**src/rtl/cpu_pkg.sv**
```systemverilog
// Shared CPU datapath definitions used by the PC register and its neighbours.
// Latency: none (types and constants only).
// Backpressure: not applicable.
//
// Contents: word width, PC alignment mask, default reset PC and the
// next-PC source mux select encoding.
package cpu_pkg;

  localparam int WORD_W = 32;

  // Low PC bits that must be zero for a word-aligned fetch address.
  localparam logic [1:0] PC_ALIGN_MASK = 2'b11;

  localparam logic [WORD_W-1:0] RESET_PC_DFLT = 32'h0000_0000;

  // Select encoding of the next-PC source mux feeding pc_register.next_pc.
  typedef enum logic [1:0] {
    PC_SRC_PLUS4  = 2'd0,
    PC_SRC_ALU    = 2'd1,
    PC_SRC_ALUOUT = 2'd2,
    PC_SRC_JUMP   = 2'd3
  } pc_src_e;

endpackage

```
**src/rtl/pc_trace_buf.sv**
```systemverilog
// Circular history of the last DEPTH program-counter values replaced by an update.
// Latency: push lands on the next rising edge; read is combinational.
// Backpressure: none; push is accepted every cycle it is asserted, oldest entry overwritten.
//
// Ports: clk, rst_n (async active-low), push / push_pc (value to record),
//        rd_idx (0 = most recent push), rd_pc (selected entry).
// Only compiled when PC_TRACE_EN is defined.
`ifdef PC_TRACE_EN
module pc_trace_buf
  import cpu_pkg::*;
#(
  parameter int                DEPTH     = 8,
  parameter logic [WORD_W-1:0] RESET_VAL = RESET_PC_DFLT
) (
  input  logic                     clk,
  input  logic                     rst_n,
  input  logic                     push,
  input  logic [WORD_W-1:0]        push_pc,
  input  logic [$clog2(DEPTH)-1:0] rd_idx,
  output logic [WORD_W-1:0]        rd_pc
);

  localparam int AW = $clog2(DEPTH);

  logic [WORD_W-1:0] mem_q [DEPTH];
  logic [WORD_W-1:0] mem_d [DEPTH];
  logic [AW-1:0]     wr_ptr_q;
  logic [AW-1:0]     wr_ptr_d;

  always_comb begin
    mem_d    = mem_q;
    wr_ptr_d = wr_ptr_q;
    if (push) begin
      mem_d[wr_ptr_q] = push_pc;
      wr_ptr_d        = wr_ptr_q + AW'(1);
    end
  end

  always_ff @(posedge clk or negedge rst_n) begin
    if (!rst_n) begin
      wr_ptr_q <= '0;
      for (int i = 0; i < DEPTH; i++) begin
        mem_q[i] <= RESET_VAL;
      end
    end else begin
      wr_ptr_q <= wr_ptr_d;
      mem_q    <= mem_d;
    end
  end

  // wr_ptr_q points at the next free slot, so the newest entry sits one
  // behind it; DEPTH is a power of two so the subtraction wraps for free.
  assign rd_pc = mem_q[wr_ptr_q - AW'(1) - rd_idx];

endmodule
`endif

```
**src/rtl/pc_register.sv**
```systemverilog
// Program counter: captures the next-PC mux output under FSM/branch control, flags misaligned loads.
// Latency: accepted load visible on pc one cycle later; pc_plus4/jump_target combinational from pc.
// Backpressure: none; misaligned loads are dropped (pc holds) and latch the sticky misalign_err.
//
// Ports: clk, rst_n (async active-low), next_pc, pc_write, pc_write_cond,
//        branch_ne, zero, instr_index -> pc, pc_plus4, jump_target,
//        misalign_err, update_cnt; trace_idx/trace_pc only with PC_TRACE_EN.
// Optional macro PC_TRACE_EN adds a TRACE_DEPTH-entry history of replaced PCs.
module pc_register
  import cpu_pkg::*;
#(
  parameter logic [WORD_W-1:0] RESET_PC    = RESET_PC_DFLT,
  parameter int                CNT_W       = 32,
  parameter int                TRACE_DEPTH = 8
) (
  input  logic                           clk,
  input  logic                           rst_n,
  input  logic [WORD_W-1:0]              next_pc,
  input  logic                           pc_write,
  input  logic                           pc_write_cond,
  input  logic                           branch_ne,
  input  logic                           zero,
  input  logic [25:0]                    instr_index,
  output logic [WORD_W-1:0]              pc,
  output logic [WORD_W-1:0]              pc_plus4,
  output logic [WORD_W-1:0]              jump_target,
  output logic                           misalign_err,
  output logic [CNT_W-1:0]               update_cnt
`ifdef PC_TRACE_EN
  ,
  input  logic [$clog2(TRACE_DEPTH)-1:0] trace_idx,
  output logic [WORD_W-1:0]              trace_pc
`endif
);

  if (TRACE_DEPTH < 2 || (TRACE_DEPTH & (TRACE_DEPTH - 1)) != 0) begin : g_bad_depth
    $error("pc_register: TRACE_DEPTH must be a power of two >= 2");
  end

  logic [WORD_W-1:0] pc_q, pc_d;
  logic [CNT_W-1:0]  update_cnt_q, update_cnt_d;
  logic              misalign_err_q, misalign_err_d;

  logic ld;
  logic aligned;
  logic accept;

  // BEQ takes on zero, BNE on !zero: zero ^ branch_ne covers both.
  // pc_write ORs in on top, so it wins regardless of the branch outcome.
  assign ld      = pc_write | (pc_write_cond & (zero ^ branch_ne));
  assign aligned = (next_pc[1:0] & PC_ALIGN_MASK) == 2'b00;
  assign accept  = ld & aligned;

  always_comb begin
    pc_d           = pc_q;
    update_cnt_d   = update_cnt_q;
    misalign_err_d = misalign_err_q;
    if (accept) begin
      pc_d         = next_pc;
      update_cnt_d = update_cnt_q + CNT_W'(1);
    end else if (ld) begin
      misalign_err_d = 1'b1;
    end
  end

  always_ff @(posedge clk or negedge rst_n) begin
    if (!rst_n) begin
      pc_q           <= RESET_PC;
      update_cnt_q   <= '0;
      misalign_err_q <= 1'b0;
    end else begin
      pc_q           <= pc_d;
      update_cnt_q   <= update_cnt_d;
      misalign_err_q <= misalign_err_d;
    end
  end

  assign pc           = pc_q;
  assign pc_plus4     = pc_q + 32'd4;
  assign jump_target  = {pc_q[31:28], instr_index, 2'b00};
  assign misalign_err = misalign_err_q;
  assign update_cnt   = update_cnt_q;

`ifdef PC_TRACE_EN
  // The outgoing PC is recorded, so the history holds where we came from.
  pc_trace_buf #(
    .DEPTH     (TRACE_DEPTH),
    .RESET_VAL (RESET_PC)
  ) u_trace (
    .clk     (clk),
    .rst_n   (rst_n),
    .push    (accept),
    .push_pc (pc_q),
    .rd_idx  (trace_idx),
    .rd_pc   (trace_pc)
  );
`endif

endmodule

```
**config.mk**
```make
export PLATFORM = sky130hd
export DESIGN_NAME = pc_register
export DESIGN_NICKNAME = d
export VERILOG_FILES = /design/src/rtl/cpu_pkg.sv /design/src/rtl/pc_trace_buf.sv /design/src/rtl/pc_register.sv
export SDC_FILE = /design/constraint.sdc
export NUM_CORES = 1
export LEC_CHECK = 0
export CELL_PAD_IN_SITES_DETAIL_PLACEMENT = 1
export CELL_PAD_IN_SITES_GLOBAL_PLACEMENT = 2
export CORE_MARGIN = 5
export CORE_UTILIZATION = 21
export DETAILED_ROUTE_END_ITERATION = 12
export PLACE_DENSITY_LB_ADDON = 0.3
export SYNTH_ARGS = -nofsm -noshare
export SYNTH_HDL_FRONTEND = slang
export SYNTH_SLANG_ARGS = --single-unit
```
**constraint.sdc**
```tcl
create_clock -name clk -period 2.1 [get_ports clk]
set_input_delay 0.63 -clock clk [delete_from_list [all_inputs] [get_ports clk]]
set_output_delay 0.63 -clock clk [all_outputs]
set_load 0.05 [all_outputs]
```
# --- After elaboration in Yosys (flattened, before gate mapping) ---
# Index checks and enable logic that the tools add are counted.
word_totals:
  output_inout_bits: 129
  word_cells: 12
  input_bits: 64
  register_bits: 65
classes:
  n_reduce_logical: 2
  add_sub_neg: 2
  n_bitwise: 5
op_table:
  columns: ["operator", "count"]
  rows:
  - ["adder 32 x 1 -> 32 bit (second input constant)", 1]
  - ["adder 32 x 3 -> 32 bit (second input constant)", 1]
  - ["AND 1 bit", 2]
  - ["zero test 2 bit", 1]
  - ["AND reduction 2 bit", 1]
  - ["NOT 1 bit", 1]
  - ["bitwise OR 1 bit", 1]
  - ["XOR 1 bit", 1]

# --- Longest topological paths before layout ---
# Gate-level depths: netlist of run 1.
depth:
  depth_word: 6
  ltp_mapped: 6
  depth_no_buf: 5

# --- Least setup slack after synthesis of run 1 ---
# OpenSTA, ideal clock, no wires.
synth_path:
  path_kind: "reg-to-output"
  startpoint: "register pc_q[2], in the netlist pc[2]"
  endpoint: "output pc_plus4[24]"
  setup_slack_ps: -1042
  t_arrival_ps: 2512
  path_stages_with_launch: 6
  n_path_buf: 0
  required_time_ps: 1470
  cell_sequence: "dfrtp_1 > ha_1 > nand3_1 > nor3_2 > nand4_1 > xnor2_1"
synth_between:
  elab_chain_cells: 1
synth_rtl:
  columns: ["element", "line_no", "text"]
  rows:
  - ["from (decl)", "pc_register.sv:40", "logic [WORD_W-1:0] pc_q, pc_d;"]
  - ["from (signal assigned)", "pc_register.sv:72", "pc_q <= pc_d;"]
  - ["adder 32 x 3 -> 32 bit", "pc_register.sv:79", "assign pc_plus4 = pc_q + 32'd4;"]
  - ["to (decl)", "pc_register.sv:25", "output logic [WORD_W-1:0] pc_plus4,"]
# No other way between the ends.

# --- Final worst setup path of run 1 ---
layout_path:
  startpoint: "register pc_q[3], in the netlist pc[3]"
  endpoint: "output pc_plus4[26]"
# Same word-level chain as after synthesis.

==> results of run 1 <==
-- power breakdown --
group | total [mW] | leakage (nW) | switching [mW] | internal [mW]
combinational | 3.63 | 2.10 | 2.11 | 1.52
sequential | 1.65 | 0.773 | 0.185 | 1.46
clock | 1.62 | 0.162 | 0.540 | 1.08
total | 6.90 | 3.04 | 2.84 | 4.06
-- final timing paths --
path | startpoint | end | slack [ps] | cells after the start
max | pc[3] | pc_plus4[26] | -470 | 7
min | rst_n | update_cnt[23] | 220 | 1
max reg2reg | update_cnt[0] | update_cnt[26] | 200 | 6
min reg2reg | update_cnt[31] | update_cnt[31] | 470 | 1
max in group asynchronous | rst_n | pc[2] | 1310 | 2
min in group clk | update_cnt[31] | update_cnt[31] | 470 | 1
-- area by class of cell --
cell class              instances  area [um2]
fillers                      1840       10500
multi-input cells             217        2390
repair buffers                203        2080
flip-flops and latches         65        1670
clock buffers                  15         298
well taps                     225         282
inverters                       9        33.8
clock inverters                 1        30.0
-- state kept, by name, indices dropped and copies added, names as in the netlist --
register and flops:
misalign_err 1, pc 32, update_cnt 32
-- per-layer routing --
layer | share of wire (%) | wire, um | up-vias | track usage, %
met3 | 6.2 | 755 | 13 | 3.45
met4 | 0.99 | 121 | 0 | 3.60
met2 | 52 | 6310 | 97 | 21.0
met1 | 41 | 5030 | 1583 | 14.7
met5 | 0 | 0 | - | 0
li1 | - | - | 1473 | -
-- logic make-up after synthesis --
logic type      after synthesis  synth area share [%]
flops                        65                  44.0
simple gates                118                  21.2
other cells                   1                 0.102
buf+inv                      53                  9.42
xor+xnor                     60                  14.2
compound gates                4                 0.847
mux                          31                  9.45
fa+ha+maj                     2                 0.677
-- cell usage in the layout (no fill, tap or decap), types with 2 or more instances in the layout --
master,n
sky130_fd_sc_hd__buf_4,125
sky130_fd_sc_hd__dfrtp_1,37
sky130_fd_sc_hd__clkdlybuf4s50_1,36
sky130_fd_sc_hd__mux2_2,31
sky130_fd_sc_hd__buf_12,31
sky130_fd_sc_hd__xor2_1,26
sky130_fd_sc_hd__dfrtp_2,26
sky130_fd_sc_hd__xnor2_4,18
sky130_fd_sc_hd__nand2_1,14
sky130_fd_sc_hd__nand4_1,12
sky130_fd_sc_hd__nand3_1,12
sky130_fd_sc_hd__clkbuf_16,12
sky130_fd_sc_hd__nor4_2,11
sky130_fd_sc_hd__nor3_1,11
sky130_fd_sc_hd__inv_1,9
sky130_fd_sc_hd__and4_1,8
sky130_fd_sc_hd__nand3_4,8
sky130_fd_sc_hd__and3_1,8
sky130_fd_sc_hd__buf_6,8
sky130_fd_sc_hd__nor2_1,6
sky130_fd_sc_hd__xnor2_1,6
sky130_fd_sc_hd__nor2_4,5
sky130_fd_sc_hd__xor2_2,5
sky130_fd_sc_hd__clkbuf_8,5
sky130_fd_sc_hd__and2_1,3
sky130_fd_sc_hd__nand3_2,3
sky130_fd_sc_hd__xnor2_2,3
sky130_fd_sc_hd__nor4b_2,3
sky130_fd_sc_hd__nor3_4,2
sky130_fd_sc_hd__nand2_4,2
sky130_fd_sc_hd__xor2_4,2
sky130_fd_sc_hd__conb_1,2
sky130_fd_sc_hd__dfrtp_4,2
-- what timing repair did --
action,in CTS,in global routing
buffers inserted,8,5
pin swaps,28,16
gates resized for setup,40,15
endpoints found under the setup margin,27,39
==> results list, run 1 <==
- After synthesis, flip-flops and latches occupy between 40 and 50% of the total area.
- The share of synthesized area in the top cell type comes to roughly 44%.
* Antenna Diode Count: 0
- Entering global routing, the biggest net connects 38 pins.
* Worst setup margin: -473 ps
* Number of max-cap violations: 0
- Vias in the first global route: around 3500
* Worst-case clock skew: roughly 5 ps
- After the last flow step, the layout net total stands at roughly 570.
- For this run, the detailed router's first-pass iteration total came to 4.
- For this run, the leading register cell type out of synthesis is sky130_fd_sc_hd__dfrtp_1.
- Vias after detailed routing: around 3200
- Final GP Congestion: about 0.78
- Setup repair after global routing missed its margin: true
- Detailed-placement wirelength estimate: ~9.5 mm
- Utilization after layout: 39.3%
- Yosys instantiated no cell more often than sky130_fd_sc_hd__dfrtp_1.
- The max-slew violation count is 0.
- In this run the static leakage power is around 3.0 nW.
- Cells with a size suffix above 1 make up about three fifths of the layout.
* Path class of the lowest-slack min-delay path: in -> async
- Avg Synthesized Cell Area: between 10 and 15 um2
- Data required, critical path: between 1000 and 1500 ps
- From bottom edge to top edge, the die measures roughly 140 um.
* Post-DP Area: approximately 6100 um2
- The worst pin sits at a relative slew slack of between 60% and 70%.
- In this run, CTS created clock tree buffers numbering 9.
* Inst Count DP: 707
* Vias per inst: approximately 4.3
* Worst-case hold slack: between 200 and 250 ps
- For this run, the number of Yosys warnings is 0.
- Result of the run: finished, violations left
- Kind of capture point of the worst setup path: output pin
* CP max stage cell: sky130_fd_sc_hd__dfrtp_2
- For this run the aggregate overflow at the end of global routing stands at 0.
- Total track usage: 12.2%
* Horiz. Die Dim: approximately 140 um
- Share of synthesized flip-flops with an asynchronous set or reset: 100%
- Max stage delay on crit path: around 400 ps
* Fin area: ~6800 um2
- Antenna violations before repair: 0
- Number of buffers inserted by hold repair at cts: 0
* Post-Place Setup Slack: -278 ps
* Power density normalized to cell area: between 1000 and 1500 nW/um2
- No sink is reached through more buffers than the 2 on the longest clock path.
- Core outline area: about 17000 um2
* Post-route DRC: 0
- Overall routed net length: around 12 mm
- The kind of cell with the highest combined delay along the critical path is simple AND/OR/NAND/NOR gates.
- CP Cell Sequence: ha_4, nand3_4, nor3_4, buf_12, nand4_1, xnor2_4, buf_12
- The clock net in this run drives a total of 65 sinks.
* Cell type with the highest aggregate area in the netlist: sky130_fd_sc_hd__dfrtp_1
* Most area-consuming cells after synthesis: sky130_fd_sc_hd__dfrtp_1 44%, sky130_fd_sc_hd__mux2_2 9.5%, sky130_fd_sc_hd__xor2_1 7.8%
* Area growth syn-to-layout: 83.8%
* Number of core rows: 48
- CTS built an H-tree with a depth of 3.
- CTS Root Buffer Type: sky130_fd_sc_hd__clkbuf_16
- Maximum ir drop on the vdd rail: 0.546 mV
* Input/output buffers: roughly 140
- Startpoint-to-endpoint class of the critical path: reg -> out
- Dividing the final minimum period by the clock period gives 123%.
- The count of nets left with antenna violations once routing finished came out at 0.
- TritonCTS built the clock tree.
- Yosys mapped the design onto 33 distinct sky130hd cell types.
* Total of endpoints with negative setup slack in the final report: 27
- The final reports fail on setup timing.
- The die covers 20300 um2.
- Number of synthesized flops with an enable pin: 0
* Seq cells post-synth: 65
- Clock insertion delay at the later pin of the skew report: 330 ps
- During I/O placement, the number of pins put on the boundary was slightly below 200.
- Starting density of the core: 21.4%
* Data arrival time at the worst-slack endpoint: slightly below 2000 ps
- Initial drt markers: 75
- Final hold violations: 0
- Together, buffers and inverters on the worst path number 2.
- Dividing the detail-routed wire length by the instance count gives about 17 um.
- Slew at the pin closest to its max-slew limit: 576 ps
- Most common cell on crit path: sky130_fd_sc_hd__buf_12
- By count the netlist is led by 65 x sky130_fd_sc_hd__dfrtp_1, 36 x sky130_fd_sc_hd__buf_4, 33 x sky130_fd_sc_hd__xor2_1.
- The worst setup path is launched from a flip-flop.
- In the final timing run, aggregate negative setup slack is -8580 ps.
- Design Power: about 7 mW
* Shortest period the worst path allows: around 2600 ps
- The first global-routing pass estimated 19.4 mm of wire.
* Clock edge transition at the registers on the reported setup and hold paths: roughly 60 ps
- Cells after Synth: around 330
* Peak fanout along the critical path: 8
* Summed instance area of the synthesized netlist: 3690 um2
* Fin cells: ~740
* Achievable clock frequency: approximately 0.39 GHz
(Power assumes the default switching activity.)
==> run 2: changes to the inputs <==
Settings changed: ABC_CLOCK_PERIOD_IN_PS set to 2100, CAP_MARGIN set to 40.
==> results of run 2 <==
The final DEF is identical to that of run 1; final timing and power are the same.
==> run 3: changes to the inputs <==
Settings changed: CORE_UTILIZATION 21 to 33, DONT_BUFFER_PORTS set to 1.
==> results list, run 3 (same netlist as run 1, synthesis figures left out) <==
- Rel. slew slack: roughly three fifths
- After detailed routing, the number of remaining DRC violations is 0.
- Ports: between 150 and 200
* Clock edge transition at the registers on the reported setup and hold paths: 80 ps
- Setup violations remaining at the end of the flow were counted as 27.
- Achievable clock frequency: 0.384 GHz
- Clock tree from TritonCTS: done
- Vias per inst: between 5 and 6
* Area growth syn-to-layout: 57.9%
* Number of core rows: 38
* Critical path depth: 7
* Violations in the final reports: hold timing, setup timing
* Kind of capture point of the worst setup path: output pin
* Leakage power figure: ~2.6 nW
* Power density normalized to cell area: between 1000 and 1500 nW/um2
- Once the floorplan was initialized, standard cells occupied 33.9% of the core.
- Broken down by cell family, the worst path's largest delay share belongs to simple AND/OR/NAND/NOR gates.
* Utilization after layout: between 50% and 60%
- The startpoint identified for the worst register-to-register timing path is update_cnt[0].
- Startpoint-to-endpoint class of the critical path: reg -> out
* Antenna violations before repair: 0
- In this run the register-to-register setup slack is about 270 ps.
- For the worst-skew pair, the clock arrives at the later sink with an insertion delay of 360 ps.
- The detailed router finished its first iteration with 74 violations.
* Total track usage: between 15 and 20%
- 1st-pass router iterations: 4
- The region available for standard cell placement spans roughly 11000 um2.
- The cell sitting at the root of the clock tree is a sky130_fd_sc_hd__clkbuf_8.
- In this run the critical register-to-register path is captured at update_cnt[12].
- CP Cell Sequence: nand4_1, buf_6, nor3_4, buf_6, nand4_1, xnor2_4, buf_12
- CP max stage cell: sky130_fd_sc_hd__dfrtp_2
* Shortest period the worst path allows: between 2000 and 3000 ps
- Wire per inst: 20.6 um
- The die is between 100 and 150 um wide.
- Crit path capture: pc_plus4[27]
- STA puts the critical path data required time at 1470 ps.
- Summed over all layers, the routed wires come to approximately 12 mm.
- The via count of the first global-routing pass is around 3200.
* Fill cells: around 1100
- Number of max-cap violations: 0
* Peak fanout along the critical path: 7
- Buffers placed on the I/O ports in this run total 0.
- Summing internal, switching and leakage power gives about 6.0 mW.
- For the pin with the worst max-slew slack, the measured transition is a little under 600 ps.
- Detailed routing inserted a total of about 2900 vias.
- Buffers from clock root to sink, at most: 2
* Grt ovf: 0
- For this run, the slowest stage of the critical path takes around 370 ps.
* Data arrival time at the worst-slack endpoint: just under 2000 ps
- The worst setup path is launched from a flip-flop.
- Timing startpoint of the critical path: pc[13]
- Fraction of the cycle the final worst path needs: 124%
- The top cell types in the final layout, fill and taps aside, are 82 x sky130_fd_sc_hd__buf_4, 37 x sky130_fd_sc_hd__dfrtp_1, 31 x sky130_fd_sc_hd__mux2_2.
- The number of hold violations in the final report is 65.
- Maximum level of the CTS H-tree: 3
- Entering global routing, the biggest net connects 66 pins.
- Setup slack on the critical path of the routed design comes to -503 ps.
- Result of the run: finished, violations left
- In the detailed route, the total length drawn on met2 is 6.20 mm.
- The max-slew violation count is 0.
* Worst path buffer plus inverter count: 3
* Worst-case clock skew: 8.88 ps
- 0 antenna diodes ended up in the layout.
* Post-layout net count: 493
* Worst-case hold slack: -40.0 ps
* Maximum ir drop on the vdd rail: roughly 0.52 mV
- Detailed-placement wirelength estimate: roughly 8.6 mm
- Cells on worst reg2reg path: 6
* First-pass GRT wire length: about 18 mm
- The post-route netlist has between 60% and 70% of its cells at a drive strength greater than 1.
- Total length of routed met3 wires: 971 um
- In the final timing run, aggregate negative setup slack is -9610 ps.
- TritonCTS created 9 clock buffers.
* Path class of the lowest-slack min-delay path: in -> async
- Setup repair after global routing missed its margin: true
- Overall die height: 116 um
- The congestion estimate from routability-driven global placement came to between 0.7 and 0.8.
- Most common library cell in the layout ignoring fill and taps: sky130_fd_sc_hd__buf_4
* Post-route antenna net violation count: 0
- Highest metal layer with signal wires: met4
* Clk sinks: between 60 and 70
- After detailed routing, the wire length on met1 is ~4.4 mm.
- Die outline area: approximately 13000 um2
run 3: metrics by stage:
stage | cells | worst slack (ps) | area [um2]
floorplan | 335 | -457 | 4160
global placement | 539 | -107 | 5170
detailed placement | 539 | -162 | 5170
CTS | 566 | -520 | 5660
global route | 572 | -617 | 5830
finish | 572 | -503 | 5830
run 3: per-layer routing:
layer / track usage, % / up-vias
met5: 0 / -
met4: 6.11 / 0
met3: 6.42 / 15
met2: 30.5 / 111
met1: 20.0 / 1437
li1: - / 1316
run 3: worst min-delay path by stage:
stage                from              to  slack [ps]
global route        rst_n  update_cnt[13]         -70
floorplan           rst_n    misalign_err         330
CTS                 rst_n   update_cnt[6]         -70
detailed placement  rst_n   update_cnt[6]         340
global placement    rst_n           pc[1]         340
finish              rst_n  update_cnt[12]         -40
run 3: repair_timing:
action                                 CTS  global route
setup endpoints to repair               27            28
pin swaps                               24            18
resized for setup                       38            26
setup buffers                           11             8
endpoints found under the hold margin   65            65
run 3: cell type report:
cell class	instances	area [um2]	area share, %
Clock buffer	10	138	2.36
Clock inverter	6	67.6	1.16
Inverter	9	33.8	0.579
Multi-Input combinational cell	217	2410	41.3
Sequential cell	65	1670	28.6
Tap cell	140	175	3.00
Timing Repair Buffer	125	1340	23.0
run 3: where the power goes:
part	internal [mW]	leakage, nW	switching [mW]
combinational	1.19	1.73	2.10
clock	0.582	0.0985	0.532
sequential	1.46	0.773	0.138
